<file path="src/rtl/mem_arbiter.sv">
// Two-requester round-robin arbiter in front of a single-port 8x8 memory.
// Each access is one IDLE->ACCESS->IDLE round trip: grant pulse, then ack pulse.
module mem_arbiter (
    input  logic       clk,
    input  logic       rst_n,
    input  logic       req_a,
    input  logic       req_b,
    input  logic       we_a,
    input  logic       we_b,
    input  logic [2:0] addr_a,
    input  logic [2:0] addr_b,
    input  logic [7:0] wdata_a,
    input  logic [7:0] wdata_b,
    input  logic [7:0] mem_dout,
    output logic       gnt_a,
    output logic       gnt_b,
    output logic       ack_a,
    output logic       ack_b,
    output logic [7:0] rdata_a,
    output logic [7:0] rdata_b,
    output logic       mem_we,
    output logic [2:0] mem_addr,
    output logic [7:0] mem_din,
    output logic       busy
);

    typedef enum logic {
        IDLE   = 1'b0,
        ACCESS = 1'b1
    } state_t;

    state_t     state_q, state_d;
    // last_b_q is set at grant time, so during ACCESS it names the current owner.
    logic       last_b_q, last_b_d;
    logic       gnt_a_q, gnt_a_d;
    logic       gnt_b_q, gnt_b_d;
    logic       ack_a_q, ack_a_d;
    logic       ack_b_q, ack_b_d;
    logic [7:0] rdata_a_q, rdata_a_d;
    logic [7:0] rdata_b_q, rdata_b_d;
    logic       mem_we_q, mem_we_d;
    logic [2:0] mem_addr_q, mem_addr_d;
    logic [7:0] mem_din_q, mem_din_d;
    logic       win_b;

    always_comb begin
        state_d    = state_q;
        last_b_d   = last_b_q;
        gnt_a_d    = 1'b0;
        gnt_b_d    = 1'b0;
        ack_a_d    = 1'b0;
        ack_b_d    = 1'b0;
        rdata_a_d  = rdata_a_q;
        rdata_b_d  = rdata_b_q;
        mem_we_d   = 1'b0;
        mem_addr_d = mem_addr_q;
        mem_din_d  = mem_din_q;
        win_b      = 1'b0;

        case (state_q)
            IDLE: begin
                if (req_a || req_b) begin
                    // B wins when alone, or on a tie when A was granted last.
                    win_b      = req_b && (!req_a || !last_b_q);
                    state_d    = ACCESS;
                    last_b_d   = win_b;
                    gnt_a_d    = !win_b;
                    gnt_b_d    = win_b;
                    mem_we_d   = win_b ? we_b    : we_a;
                    mem_addr_d = win_b ? addr_b  : addr_a;
                    mem_din_d  = win_b ? wdata_b : wdata_a;
                end
            end
            ACCESS: begin
                state_d = IDLE;
                ack_a_d = !last_b_q;
                ack_b_d = last_b_q;
                if (!mem_we_q) begin
                    if (last_b_q) rdata_b_d = mem_dout;
                    else          rdata_a_d = mem_dout;
                end
            end
            default: state_d = IDLE;
        endcase
    end

    always_ff @(posedge clk) begin
        if (!rst_n) begin
            state_q    <= IDLE;
            last_b_q   <= 1'b1;
            gnt_a_q    <= 1'b0;
            gnt_b_q    <= 1'b0;
            ack_a_q    <= 1'b0;
            ack_b_q    <= 1'b0;
            rdata_a_q  <= 8'h00;
            rdata_b_q  <= 8'h00;
            mem_we_q   <= 1'b0;
            mem_addr_q <= 3'd0;
            mem_din_q  <= 8'h00;
        end else begin
            state_q    <= state_d;
            last_b_q   <= last_b_d;
            gnt_a_q    <= gnt_a_d;
            gnt_b_q    <= gnt_b_d;
            ack_a_q    <= ack_a_d;
            ack_b_q    <= ack_b_d;
            rdata_a_q  <= rdata_a_d;
            rdata_b_q  <= rdata_b_d;
            mem_we_q   <= mem_we_d;
            mem_addr_q <= mem_addr_d;
            mem_din_q  <= mem_din_d;
        end
    end

    assign gnt_a    = gnt_a_q;
    assign gnt_b    = gnt_b_q;
    assign ack_a    = ack_a_q;
    assign ack_b    = ack_b_q;
    assign rdata_a  = rdata_a_q;
    assign rdata_b  = rdata_b_q;
    assign mem_we   = mem_we_q;
    assign mem_addr = mem_addr_q;
    assign mem_din  = mem_din_q;
    assign busy     = (state_q == ACCESS);

endmodule

</file>
<file path="config.mk">
export PLATFORM = sky130hd
export DESIGN_NAME = mem_arbiter
export DESIGN_NICKNAME = d
export VERILOG_FILES = /design/src/rtl/mem_arbiter.sv
export SDC_FILE = /design/constraint.sdc
export NUM_CORES = 1
export LEC_CHECK = 0
export CAP_MARGIN = 20
export CORE_MARGIN = 5
export CORE_UTILIZATION = 42
export CTS_BUF_LIST = sky130_fd_sc_hd__clkbuf_16
export DETAILED_ROUTE_END_ITERATION = 16
export MAX_ROUTING_LAYER = met4
export PLACE_DENSITY_LB_ADDON = 0.15
export SYNTH_ARGS = -nofsm -noshare
export SYNTH_HDL_FRONTEND = slang
export SYNTH_SLANG_ARGS = --single-unit
</file>
<file path="constraint.sdc">
create_clock -name clk -period 2.5 [get_ports clk]
set_clock_uncertainty 0.15 [all_clocks]
set_input_delay 0.5 -clock clk [delete_from_list [all_inputs] [get_ports clk]]
set_output_delay 0.5 -clock clk [all_outputs]
set_load 0.01 [all_outputs]
</file>
* Yosys cells after proc, flatten, opt, wreduce, memory -nomap -nowiden *
Cells that the tools add are included.

cells by class
  mux-type cells = 5
  shift-type cells = 0
  divide/modulo/power cells = 0
  bitwise logic cells = 5
  equal/unequal tests = 0
  add/subtract/negate cells = 0
  multiply operators = 0
  magnitude comparators = 0
  reduce and logical (&&, ||, !) cells = 11

operator list
  cell               count
  $mux 8             1
  $reduce_and 3->1   2
  $not 1->1          5
  $reduce_and 2->1   2
  $logic_not 1->1    3
  $mux 3             1
  $reduce_or 3->1    1
  $logic_or 1x1->1   2
  $mux 1             2
  $pmux 1 s2         1
  $logic_and 1x1->1  1

word-level totals
  bits in writable memories = 0
  output and inout bits = 33
  bits in latches = 0
  register bits = 34
  memories kept = 0
  word-level logic and storage cells = 32
  memory bits (read-only) = 0

* Longest topological paths before layout *
Gate-level depths: netlist of the first run.

  depth after elaboration = 4
  mapped depth = 4
  mapped depth without buffers = 3

* Worst setup path before layout of the first run *
No wires, ideal clock.

  kind = input port to flip-flop
  start point = in req_a
  end point = reg mem_addr_q[0] (netlist: mem_addr[0])
  setup slack = 1188 ps
  stages = 4
  arrival time = 1037 ps
  data required time = 2225 ps
  buffers on the path = 1
  cell sequence = o21ba_2 buf_4 o21ai_0 a31oi_1

between the ends
  longest elaborated chain between the ends = 4
  elaborated cells on any way between the ends = 6

ends and longest elaborated chain
  item                    line  RTL
  start: declaration      6     input logic req_a,
  $logic_not 1->1         64    win_b = req_b && (!req_a || !last_b_q);
  $logic_or 1x1->1        64
  $logic_and 1x1->1       64
  $mux 3                  70    mem_addr_d = win_b ? addr_b : addr_a;
  end signal: assignment  110   mem_addr_q <= mem_addr_d;
  end: declaration        42    logic [2:0] mem_addr_q, mem_addr_d;

Several ways; a longest one is shown, not always the timed one.
A chain may end at the register's enable or synchronous reset.

* Final worst setup path of the first run *
  start point = reg state_q (netlist: busy)
  end point = out busy

RTL lines
  item                      line  RTL
  start: declaration        32    state_t state_q, state_d;
  start signal: assignment  101   state_q <= state_d;
  end: declaration          24    output logic busy

No word-level cell between the ends.

==> results of run 1 <==
-- layer usage --
metal / track usage / vias up / wire, um
met5: - / - / 0
met4: 0.0761 / 0 / 48
met3: 0.0544 / 6 / 261
met2: 0.304 / 50 / 1800
met1: 0.190 / 572 / 1430
li1: - / 603 / -
-- registers in the layout, indices dropped and copies added (netlist names), 3 cells and up --
signal    count
mem_din       8
mem_addr      3
rdata_a       8
rdata_b       8
-- synthesized netlist by cell type (2+ instances only) --
cell      number
o21ai_0       12
inv_1          3
dfxtp_1       34
buf_6          2
nor2_1         3
nor2b_1       16
mux2i_1       16
nand2_1       26
buf_4          3
a31oi_1       11
clkbuf_1       2
-- area by class of cell --
type | count | area (um2) | area share
timing repair buffer | 70 | 696 | 0.323
clock inverter | 3 | 12.5 | 0.00580
sequential | 34 | 681 | 0.316
clock buffer | 5 | 125 | 0.0580
tap | 44 | 55.1 | 0.0255
inverter | 3 | 11.3 | 0.00522
multi-input combinational | 92 | 577 | 0.267
-- how the worst min path moves through the flow --
stage / startpoint / endpoint / slack [ns] / cells after the start
after floorplan: last_b_q$_SDFFE_PN1P_ / ack_a$_SDFF_PN0_ / 0.34 / 1
after CTS: busy$_SDFF_PP0_ / ack_a$_SDFF_PN0_ / 0.36 / 2
after detailed placement: busy$_SDFF_PP0_ / ack_a$_SDFF_PN0_ / 0.35 / 2
final: busy$_SDFF_PP0_ / ack_a$_SDFF_PN0_ / 0.36 / 2
after global routing: busy$_SDFF_PP0_ / ack_a$_SDFF_PN0_ / 0.38 / 2
after global placement: rdata_a[2]$_SDFFE_PN0P_ / rdata_a[2]$_SDFFE_PN0P_ / 0.34 / 2
-- kinds of logic (layout without fill, tap and decap cells) --
group                  after synthesis  in the layout  share of synthesized area
and+or+nand+nor                     48             48                      0.178
DFF                                 34             34                      0.512
AOI/OAI and AO/OA                   28             28                      0.135
muxes                               16             16                      0.120
buffers and inverters               12             81                     0.0546
-- power by group through the flow --
stage | Combinational (mW) | Sequential (mW) | Clock [mW]
after detailed placement | 0.247 | 0.612 | 0
after global routing | 0.266 | 0.606 | 0.598
after floorplan | 0.0926 | 0.625 | 0
after global placement | 0.239 | 0.610 | 0
final | 0.245 | 0.601 | 0.566
after CTS | 0.249 | 0.601 | 0.574
==> flow_metrics.py, run 1 <==
metrics = {
    "synthesis": {
        "synth_ff_type": "dfxtp_1",
        "async_flop_share": 0,
        "ys_types": 21,
        "ys_seq_area_frac": 0.512,
        "syn-cell-area_um2": 1330,
        "yosysWarningCount": 0,
        "synth_edf_count": 0,
        "syn-instance-count": 138,
        "synth_area_leaders": "dfxtp_1 51%, mux2i_1 12%, nor2b_1 7.5%",
        "synth_nets": 174,
        "ys_ff_latch": 34,
        "syn_area_per_cell_um2": 9.64,
        "yosys.area.top_type_share": 0.512,
        "synth_top_cell_by_area": "dfxtp_1",
    },
    "cells_and_area": {
        "layout_common_cells": "68 x clkdlybuf4s50_1, 34 x dfxtp_1, 26 x nand2_1",
        "stdcell_count": 251,
        "antenna_cells": 0,
        "nets": 242,
        "fin_area_um2": 2160,
        "drive_above_1_share": 0.0628,
        "area_delta_synth_final_pct": 62.2,
        "fill_cells": 256,
        "final_common_cell": "clkdlybuf4s50_1",
        "fin_util": 0.707,
    },
    "timing": {
        "period_share": 0.768,
        "setup_viol": 0,
        "worstMarginPinSlew_ns": 0.576,
        "min_period_ns": 1.92,
        "worst_hold_slack_ns": 0.360,
        "slew_viol_final": 0,
        "layout_setup_ws_ns": 0.580,
        "rsz0062_at_grt": "false",
        "final_hold_viol_count": 0,
        "worst_slew_margin_rel": 0.614,
        "max_freq_mhz": 521,
        "finalSetupTns_ns": 0,
    },
    "worst_setup_path": {
        "path_cells": "clkdlybuf4s50_1",
        "cp-endpoint": "busy",
        "worstPathMaxFanout": 8,
        "reg2reg_from": "last_b_q$_SDFFE_PN1P_",
        "max_stage_delay_ns": 0.57,
        "slowest_stage": "clkdlybuf4s50_1",
        "regToRegSetupSlack_ns": 0.91,
        "r2r_cells": 3,
        "r2r-end": "rdata_b[6]$_SDFFE_PN0P_",
        "path_depth": 1,
        "cp_num_buf_inv": 1,
        "worstSetupPathType": "reg -> out",
        "crit_arrival_ns": 1.27,
        "crit_start": "busy$_SDFF_PP0_",
        "cpLargestDelayFamily": "buffers and inverters",
        "endpoint_kind": "primary output",
        "worstPathRequired_ns": 1.85,
        "startpoint_type": "register",
    },
    "detailed_routing": {
        "drt_iter0_markers": 35,
        "antenna_left": 0,
        "wl_per_cell_um": 14.1,
        "first_pass_iters": 4,
        "vias_per_cell": 4.90,
        "vias": 1231,
        "totalWireLength_um": 3530,
        "drcViolationCount": 0,
    },
    "run_status": {
        "status": "finished clean",
    },
    "place": {
        "place_ws_ns": 0.415,
        "place_congestion": 0.756,
        "dpl-instance-area_um2": 2020,
        "placed_cells": 243,
        "dp_hpwl_um": 2670,
        "io_buffers": 68,
    },
    "power": {
        "clock_power_share": 0.401,
        "power_frac_seq": 0.426,
        "powerDensity_nw_per_um2": 655,
        "combPwrFrac": 0.173,
        "p_int_mw": 1.08,
        "power_leakage_nw": 0.850,
        "peakVddDrop_mv": 0.393,
        "total_power_mw": 1.41,
        "p_sw_frac": 0.232,
        "p_switching_mw": 0.327,
    },
    "clock_network": {
        "htreeDepth": 2,
        "ctsResizeCount": 0,
        "cts_num_sinks": 34,
        "cts_setup_buffers": 0,
        "ctsHoldBuffers": 0,
        "cts_inserted_buffers": 5,
        "clk_pin_slew_ns": 0.05,
        "cts_buffer_depth": 2,
        "cts-root-buf": "clkbuf_16",
        "cts_tree": "done",
        "clock_latency_ns": 0.27,
    },
    "global_routing": {
        "grt_usage": 0.178,
        "grt_pass1_wl_um": 5690,
        "grt_start_max_net_pins": 24,
        "gr-total-overflow": 0,
        "antenna_found_initial": 0,
        "grt_pass1_vias": 1267,
    },
    "floorplan": {
        "rows": 20,
        "die_w_um": 66.3,
        "die_area_um2": 4390,
        "start_util": 0.436,
        "core_um2": 3050,
        "die_y_um": 66.3,
        "io_pins": 69,
    },
    "hold_path": {
        "worstHoldPathType": "reg -> reg",
    },
    "run": {
        "drv_cap": 0,
    },
}
Note: power is estimated with default switching activity, not from simulation.
==> run 2, diff against run 1 <==
CORE_UTILIZATION = 39   (was 42)
clock period = 1.77 ns   (was 2.5 ns; I/O delays follow)
==> run 2 against run 1 <==
Register-to-register slack got worse by 0.51 ns. Wire length decreased by 1.7%. First-iteration DRC count increased by 66%. Clock power increased by 40%. Cell count increased by 2.4%. Worst setup slack got worse by 0.51 ns. Die area increased by 6.5%. Hold slack got worse by 0.028 ns. Design area increased by 2.1%. Utilization decreased by 4.1 points. Non-clock buffer count increased by 4. Count of clock-buffer cells in the layout unchanged.
==> flow_metrics.py, run 2 (synthesis gave the netlist of run 1 again) <==
metrics = {
    "run_status": {
        "status": "finished clean",
    },
    "worst_setup_path": {
        "endpoint_kind": "primary output",
        "slowest_stage": "clkdlybuf4s50_1",
        "worstPathMaxFanout": 8,
        "path_depth": 1,
        "cpLargestDelayFamily": "buffers and inverters",
        "path_cells": "clkdlybuf4s50_1",
        "startpoint_type": "register",
        "crit_arrival_ns": 1.20,
        "r2r_cells": 3,
        "max_stage_delay_ns": 0.55,
        "worstSetupPathType": "reg -> out",
        "worstPathRequired_ns": 1.27,
        "cp_num_buf_inv": 1,
    },
    "power": {
        "p_int_mw": 1.54,
        "p_sw_frac": 0.229,
        "power_frac_seq": 0.425,
        "combPwrFrac": 0.179,
        "power_leakage_nw": 0.873,
        "clock_power_share": 0.396,
        "peakVddDrop_mv": 0.591,
        "p_switching_mw": 0.459,
        "powerDensity_nw_per_um2": 909,
    },
    "timing": {
        "finalSetupTns_ns": 0,
        "worst_slew_margin_rel": 0.740,
        "final_hold_viol_count": 0,
        "min_period_ns": 1.70,
        "setup_viol": 0,
        "layout_setup_ws_ns": 0.0708,
        "max_freq_mhz": 589,
        "slew_viol_final": 0,
        "worst_hold_slack_ns": 0.332,
        "rsz0062_at_grt": "false",
        "worstMarginPinSlew_ns": 0.390,
        "period_share": 0.960,
    },
    "floorplan": {
        "io_pins": 69,
        "die_area_um2": 4680,
        "die_w_um": 68.4,
        "die_y_um": 68.4,
        "rows": 21,
        "start_util": 0.402,
        "core_um2": 3310,
    },
    "place": {
        "place_ws_ns": -0.0330,
        "dp_hpwl_um": 2600,
        "io_buffers": 68,
        "place_congestion": 0.726,
        "dpl-instance-area_um2": 2060,
    },
    "clock_network": {
        "cts_inserted_buffers": 5,
        "cts_tree": "done",
        "cts-root-buf": "clkbuf_16",
        "clock_latency_ns": 0.27,
        "htreeDepth": 2,
        "cts_buffer_depth": 2,
        "cts_num_sinks": 34,
        "clk_pin_slew_ns": 0.05,
        "ctsHoldBuffers": 0,
    },
    "detailed_routing": {
        "vias": 1193,
        "first_pass_iters": 4,
        "totalWireLength_um": 3470,
        "drt_iter0_markers": 58,
        "drcViolationCount": 0,
        "antenna_left": 0,
        "wl_per_cell_um": 13.5,
        "vias_per_cell": 4.64,
    },
    "cells_and_area": {
        "drive_above_1_share": 0.0853,
        "antenna_cells": 0,
        "layout_common_cells": "68 x clkdlybuf4s50_1, 33 x dfxtp_1, 26 x nand2_1",
        "final_common_cell": "clkdlybuf4s50_1",
        "multiInputGateArea_um2": 577,
        "nets": 246,
        "regArea_um2": 682,
        "area_delta_synth_final_pct": 65.7,
        "fill_cells": 314,
        "fin_area_um2": 2200,
    },
    "global_routing": {
        "grt_usage": 0.165,
        "grt_pass1_vias": 1280,
        "antenna_found_initial": 0,
        "gr-total-overflow": 0,
        "grt_start_max_net_pins": 24,
        "grt_pass1_wl_um": 5500,
    },
    "hold_path": {
        "worstHoldPathType": "reg -> reg",
        "holdPathStages": 2,
    },
    "run": {
        "drv_cap": 0,
    },
}
==> run 2: cell count changes in the layout (fill, tap and decap cells not counted) <==
cell     previous run  this run
buf_4               2         5
buf_12              0         1
dfxtp_1            34        33
dfxtp_2             0         1
==> run 2: per-layer routing <==
metal	vias to the layer above	track usage	part of all wire
met5	-	-	0
met4	0	0.0596	0.0049
met3	2	0.0476	0.062
met2	45	0.292	0.52
met1	536	0.171	0.41
li1	610	-	-
==> run 2: layout make-up <==
class	instances	share of cell area
flip-flops and latches	34	0.309
repair buffers	74	0.335
multi-input cells	92	0.262
clock buffers	5	0.0568
inverters	3	0.00511
well taps	46	0.0261
clock inverters	3	0.00568
==> run 2: worst paths after layout <==
| kind | slack (ns) | endpoint | start |
|---|---|---|---|
| min reg2reg | 0.33 | ack_a$_SDFF_PN0_ | busy$_SDFF_PP0_ |
| max reg2reg | 0.40 | mem_we$_SDFF_PP0_ | busy$_SDFF_PP0_ |
| min | 0.33 | ack_a$_SDFF_PN0_ | busy$_SDFF_PP0_ |
| max | 0.07 | busy | busy$_SDFF_PP0_ |
==> run 2: timing repair <==
| item | CTS | global route |
|---|---|---|
| setup buffers | 0 | 0 |
| gates resized for setup | 1 | 0 |
| endpoints found under the setup margin | 1 | 0 |
==> run 2: worst reg2reg max path, cell delays in order (launching register included) <==
cell and delay [ns]:
dfxtp_2 0.35, o21ba_2 0.48, nand2_1 0.18, a21oi_1 0.14
==> run 2: power groups by stage <==
stage	logic [mW]	clock network, mW	registers (mW)
6_report	0.358	0.794	0.850
5_1_grt	0.387	0.851	0.857
4_1_cts	0.363	0.806	0.851
3_5_place_dp	0.360	0	0.865
3_3_place_gp	0.352	0	0.862
2_1_floorplan	0.131	0	0.883
==> run 2: through the flow <==
step / util / cells / power, mW
after global routing: 0.666 / 257 / 2.10
final: 0.666 / 257 / 2.00
after CTS: 0.666 / 257 / 2.02
after global placement: 0.624 / 249 / 1.21
after floorplan: - / 138 / 1.01
after detailed placement: 0.624 / 249 / 1.23
